File: src/rtl/led_fade_driver_pkg.sv
// Shared constants and state encoding for the LED index sequencer and fade driver.
package led_pkg;

  localparam int LED_NUM   = 4;
  localparam int LED_IDX_W = 2;

  typedef enum logic {
    ST_IDLE = 1'b0,
    ST_FADE = 1'b1
  } fade_state_e;

  function automatic logic [LED_NUM-1:0] idx_onehot(input logic [LED_IDX_W-1:0] idx);
    idx_onehot      = '0;
    idx_onehot[idx] = 1'b1;
  endfunction

endpackage

File: src/rtl/led_fade_driver_if.sv
// LED selection in, LED drive and fade status out.
interface led_fade_driver_if import led_pkg::*; ();

  logic [LED_IDX_W-1:0] led_sel;
  logic [LED_NUM-1:0]   led;
  logic                 busy;

  modport master (output led_sel, input led, input busy);
  modport slave  (input led_sel, output led, output busy);

endinterface

File: src/rtl/led_fade_driver_pwm.sv
// Free-running PWM counter with two duty comparators (old and new LED channels).
module led_pwm_gen #(
  parameter int PWM_BITS = 8
) (
  input  logic              clk,
  input  logic              rst,
  input  logic [PWM_BITS:0] duty_a,
  input  logic [PWM_BITS:0] duty_b,
  output logic              on_a,
  output logic              on_b
);

  logic [PWM_BITS-1:0] pwm_cnt_q;

  always_ff @(posedge clk or negedge rst) begin
    if (!rst) pwm_cnt_q <= '0;
    else      pwm_cnt_q <= pwm_cnt_q + PWM_BITS'(1);
  end

  // Zero-extended compare: duty 0 is never on, duty 2^PWM_BITS is always on.
  assign on_a = {1'b0, pwm_cnt_q} < duty_a;
  assign on_b = {1'b0, pwm_cnt_q} < duty_b;

endmodule

File: src/rtl/led_fade_driver.sv
// Cross-fades the four board LEDs between successive led_sel indices using PWM.
module led_fade_driver import led_pkg::*; #(
  parameter int PWM_BITS    = 8,
  parameter int STEP_CYCLES = 19_531,
  parameter int ACTIVE_LOW  = 0
) (
  input  logic              clk,
  input  logic              rst,
  led_fade_driver_if.slave  bus
);

  localparam int STEP_W = (STEP_CYCLES > 1) ? $clog2(STEP_CYCLES) : 1;
  localparam logic [STEP_W-1:0]   STEP_LAST = STEP_W'(STEP_CYCLES - 1);
  localparam logic [PWM_BITS:0]   DUTY_FULL = {1'b1, {PWM_BITS{1'b0}}};
  localparam logic [LED_NUM-1:0]  LED_OFF   = (ACTIVE_LOW != 0) ? '1 : '0;

  fade_state_e          state_q, state_d;
  logic [LED_IDX_W-1:0] cur_idx_q, cur_idx_d;
  logic [LED_IDX_W-1:0] tgt_idx_q, tgt_idx_d;
  logic [LED_IDX_W-1:0] pend_idx_q;
  logic [PWM_BITS:0]    duty_q, duty_d;
  logic [STEP_W-1:0]    step_cnt_q, step_cnt_d;
  logic [LED_NUM-1:0]   led_q, led_d;

  logic [PWM_BITS:0]    duty_b;
  logic                 on_a, on_b;
  logic [LED_NUM-1:0]   led_raw;

  // Complementary duty keeps old + new brightness at full scale.
  assign duty_b = DUTY_FULL - duty_q;

  led_pwm_gen #(.PWM_BITS(PWM_BITS)) u_pwm (
    .clk    (clk),
    .rst    (rst),
    .duty_a (duty_q),
    .duty_b (duty_b),
    .on_a   (on_a),
    .on_b   (on_b)
  );

  always_comb begin
    state_d    = state_q;
    cur_idx_d  = cur_idx_q;
    tgt_idx_d  = tgt_idx_q;
    duty_d     = duty_q;
    step_cnt_d = step_cnt_q;
    case (state_q)
      ST_IDLE: begin
        if (pend_idx_q != cur_idx_q) begin
          tgt_idx_d  = pend_idx_q;
          duty_d     = DUTY_FULL;
          step_cnt_d = '0;
          state_d    = ST_FADE;
        end
      end
      ST_FADE: begin
        // The cycle spent at duty 0 is the final step and hands over to the new LED.
        if (duty_q == '0) begin
          cur_idx_d  = tgt_idx_q;
          duty_d     = DUTY_FULL;
          step_cnt_d = '0;
          state_d    = ST_IDLE;
        end else if (step_cnt_q == STEP_LAST) begin
          step_cnt_d = '0;
          duty_d     = duty_q - (PWM_BITS + 1)'(1);
        end else begin
          step_cnt_d = step_cnt_q + STEP_W'(1);
        end
      end
      default: state_d = ST_IDLE;
    endcase
  end

  always_comb begin
    led_raw = idx_onehot(cur_idx_q) & {LED_NUM{on_a}};
    if (state_q == ST_FADE) led_raw = led_raw | (idx_onehot(tgt_idx_q) & {LED_NUM{on_b}});
    led_d = led_raw ^ LED_OFF;
  end

  always_ff @(posedge clk or negedge rst) begin
    if (!rst) begin
      state_q    <= ST_IDLE;
      cur_idx_q  <= '0;
      tgt_idx_q  <= '0;
      pend_idx_q <= '0;
      duty_q     <= DUTY_FULL;
      step_cnt_q <= '0;
      led_q      <= LED_OFF;
    end else begin
      state_q    <= state_d;
      cur_idx_q  <= cur_idx_d;
      tgt_idx_q  <= tgt_idx_d;
      pend_idx_q <= bus.led_sel;
      duty_q     <= duty_d;
      step_cnt_q <= step_cnt_d;
      led_q      <= led_d;
    end
  end

  assign bus.led  = led_q;
  assign bus.busy = (state_q == ST_FADE);

endmodule

File: src/flat_wrapper.sv
// flat-port wrapper written by rule: the top's interface ports become plain ports
module led_fade_driver_flat import led_pkg::*;
#(
  parameter int PWM_BITS    = 8,
  parameter int STEP_CYCLES = 19_531,
  parameter int ACTIVE_LOW  = 0
)
  (clk, rst, bus_led_sel, bus_led, bus_busy);
  led_fade_driver_if bus_i ();
  input  logic clk;
  input  logic rst;
  input wire logic [$bits(bus_i.led_sel)-1:0] bus_led_sel;
  output wire logic [$bits(bus_i.led)-1:0] bus_led;
  output wire logic [$bits(bus_i.busy)-1:0] bus_busy;
  assign bus_i.led_sel = bus_led_sel;
  assign bus_led = bus_i.led;
  assign bus_busy = bus_i.busy;
  led_fade_driver #(.PWM_BITS(PWM_BITS), .STEP_CYCLES(STEP_CYCLES), .ACTIVE_LOW(ACTIVE_LOW)) u_core (.clk(clk), .rst(rst), .bus(bus_i));
endmodule
File: config.mk
export PLATFORM = sky130hd
export DESIGN_NAME = led_fade_driver_flat
export DESIGN_NICKNAME = d
export VERILOG_FILES = /design/src/rtl/led_fade_driver_pkg.sv /design/src/rtl/led_fade_driver_if.sv /design/src/rtl/led_fade_driver_pwm.sv /design/src/rtl/led_fade_driver.sv /design/src/flat_wrapper.sv
export SDC_FILE = /design/constraint.sdc
export NUM_CORES = 1
export LEC_CHECK = 0
export ABC_AREA = 1
export CAP_MARGIN = 40
export CORE_ASPECT_RATIO = 1.1
export CORE_MARGIN = 2
export CORE_UTILIZATION = 50
export CTS_CLUSTER_SIZE = 10
export DETAILED_ROUTE_END_ITERATION = 7
export PLACE_DENSITY = 0.65
export SETUP_SLACK_MARGIN = 0.4
export SYNTH_ARGS = -nofsm -noshare
export SYNTH_HDL_FRONTEND = slang
export SYNTH_SLANG_ARGS = --single-unit
File: constraint.sdc
create_clock -name clk -period 2.9 [get_ports clk]
set_input_delay 0.87 -clock clk [delete_from_list [all_inputs] [get_ports clk]]
set_output_delay 0.87 -clock clk [all_outputs]
set_load 0.02 [all_outputs]
==> results.yml <==
run_status:
  status: "finished, final reports clean"
critical_path:
  standard_cell_with_the_maximum_stage_delay_on_the_critical_path: "clkdlybuf4s50_1"
  end_kind: "output pin"
  timing_worst_setup_path_type: "reg -> out"
  timing.critical_path.max_delay_family: "buffers and inverters"
  worst_path_largest_cell_delay_ns: 0.64
  critical_path_arrival_ns: 1.38
  critPathMaxFanout: 4
  critical_path.cell_chain: "clkdlybuf4s50_1"
  critical_path_buf_inv_count: 1
  cp_num_cells: 1
  req_time_crit_path_ns: 2.03
  r2r.worst_path.cells: 11
  critical_path.startpoint_type: "flop"
clocking:
  cts-buffers-inserted: 5
  clock-root-buffer: "clkbuf_8"
  clkLatencyLatePin_ns: 0.31
  clock_path_buffers: 2
  cts.sinks: 43
  cts.reportedPaths.clkPinSlew_ns: 0.09
  cts-htree-levels: 2
  hold_buffers: 0
  cts-resized-gates: 0
  post-cts-setup-buffers: 0
  tritoncts_clock_tree: "built"
pwr:
  power_switching_w: 0.000684
  cellPowerDensity_nw_per_um2: 612
  share_comb_of_total_power_pct: 33.1
  internal_power_w: 0.00114
  power.share.switching_pct: 37.5
  power_frac_clock_pct: 25.7
  static-leakage-power_nw: 1.46
  seq_power_share_pct: 41.2
  vdd_ir_drop_max_mv: 0.456
logic_synthesis:
  yosysWarningCount: 0
  synth.most_common_cell: "nand2_1"
  ys_flop_type: "dfrtp_1"
  yosysTopAreaCell: "dfrtp_1"
  synth_commonest_cells: "nand2_1 (113), dfrtp_1 (42), inv_1 (42), nor2_1 (32), nand3_1 (26)"
  post_synth_main_area_contributors: "dfrtp_1 (38%), nand2_1 (16%), ha_1 (8.7%)"
  sequential_cell_area_fraction_in_the_yosys_report_pct: 39.4
  ys_types: 27
  synthesis.area_per_instance_um2: 7.54
  proportion_of_netlist_area_held_by_the_largest_area_contributor_pct: 38.4
  ys_ff_latch: 43
  synthArstFlopShare_pct: 100
  post_synth_instance_area_um2: 2740
  syn-num-nets: 386
  synth_edf_count: 0
  syn_inst: 363
layout:
  postLayoutCoreUtil_pct: 55.9
  regArea_um2: 1080
  fill_cells: 552
  num_antenna_cells: 0
  final_net_count: 398
  multi_input_area_um2: 1450
  drive_gt1_share_pct: 6.65
  area.growth.synth_to_final_pct: 8.83
global_routing:
  grt_overflow: 0
  track_usage_pct: 21.6
  initial_antenna_violation_count: 0
  first_global_vias: 2287
  grt_first_pass_wirelength_mm: 10.0
  grt_max_degree: 35
timing:
  hold_violations: 0
  fin_hold_ws_ns: 0.411
  fin_setup_tns_ns: 0
  post-route-min-period_ns: 2.25
  worst_slew_pin_tran_ns: 0.444
  grt_setup_unrepaired: "false"
  report.final.setup_viol: 0
  final_min_period_over_clock_period_pct: 77.4
  final_worst_setup_slack_ns: 0.654
  timing.slew.headroom_pct: 70.4
  fmax_ghz: 0.445
  layout_skew_ns: 0.0116
  timing.final.max_slew_violations: 0
detailed_routing:
  dr_wl_met2_mm: 3.01
  wl_met1_mm: 2.51
  routedWlPerCell_um: 12.8
  detailroute.via_count: 2288
  drtAntennaViolNets: 0
  routed-wl-met3_um: 171
  dr.pass1.iters: 4
  dr.max_layer_used: "met4"
  drt-vias-per-instance: 5.07
  first_iter_violations: 115
  drc: 0
  finalWirelength_mm: 5.78
place:
  numPortBuffers: 8
  placement.setup.worst_slack_ns: 0.774
  dp_hpwl_mm: 4.42
  place_congestion: 0.924
floorplan:
  floorplan.initialDensity_pct: 51.4
  i_o_pins: 9
  fp-row-count: 28
  coreArea_um2: 5330
  die_area_um2: 6080
  die_width_um: 74.5
  die_height_um: 81.6
min_path:
  class_of_the_worst_hold_path: "in -> async"
run:
  max_cap_viol_count: 0
## sequential cells by signal, summed over array words and instances (netlist names)
name / flops
u_core.pend_idx_q: 2
u_core.bus.led: 4
u_core.bus.busy: 1
u_core.cur_idx_q: 2
u_core.duty_q: 9
u_core.u_pwm.pwm_cnt_q: 8
u_core.tgt_idx_q: 2
u_core.step_cnt_q: 15
## cell families (layout without fill, tap and decap cells)
family	count (synthesis)	in the layout	share of synthesized area (%)
xor+xnor	12	12	3.84
buf+inv	50	63	7.82
flops	43	43	39.4
compound gates	28	28	5.85
simple gates	211	211	34.4
fa+ha+maj	19	19	8.69
## layout make-up
class,instances,area share [%]
Clock buffer,7,2.56
Inverter,46,5.80
Sequential cell,43,36.2
Tap cell,75,3.15
Timing Repair Buffer,9,2.77
Clock inverter,1,1.01
Multi-Input combinational cell,270,48.5
## routing by layer
metal  track usage (%)  vias to the layer above
li1                  -                     1195
met1              25.5                     1048
met2              39.0                       37
met3              4.05                        8
met4              7.32                        0
met5                 0                        -
## final timing paths
| path | startpoint | endpoint | slack, ns |
|---|---|---|---|
| worst max register to register | u_core.duty_q[0] | u_core.bus.led[0] | 0.79 |
| worst min-delay path | rst | u_core.step_cnt_q[9] | 0.41 |
| worst min register to register | u_core.u_pwm.pwm_cnt_q[0] | u_core.u_pwm.pwm_cnt_q[0] | 0.48 |
| min in group clk | u_core.u_pwm.pwm_cnt_q[0] | u_core.u_pwm.pwm_cnt_q[0] | 0.48 |
| worst max-delay path | u_core.bus.busy | bus_busy | 0.65 |
| max in group asynchronous | rst | u_core.duty_q[8] | 1.75 |
## power by group through the flow
stage	clock (W)	combinational [W]	sequential, W
after detailed placement	0	0.000615	0.000762
after CTS	0.000482	0.000613	0.000751
final	0.000468	0.000604	0.000751
after global routing	0.000507	0.000685	0.000762
after global placement	0	0.000605	0.000762
after floorplan	0	0.000433	0.000779
## placed cells by master (no fill, tap or decap), types with 7 or more instances in the layout
| cell | Yosys | final |
|---|---|---|
| nor2_1 | 32 | 32 |
| a21oi_1 | 8 | 8 |
| inv_1 | 42 | 42 |
| xor2_1 | 8 | 8 |
| nand2_1 | 113 | 113 |
| clkdlybuf4s50_1 | 0 | 7 |
| ha_1 | 19 | 19 |
| o21ai_0 | 14 | 14 |
| nor3_1 | 8 | 8 |
| nand4_1 | 21 | 21 |
| nand3_1 | 26 | 26 |
| dfrtp_1 | 42 | 42 |
## through the flow
step,std cells,instance area (um2),total power [W]
detailed placement,443,2870,0.00138
finish,451,2980,0.00182
floorplan,363,2740,0.00121
global placement,443,2870,0.00137
CTS,451,2980,0.00185
global route,451,2980,0.00195
Power figures use the tool's default switching activity.
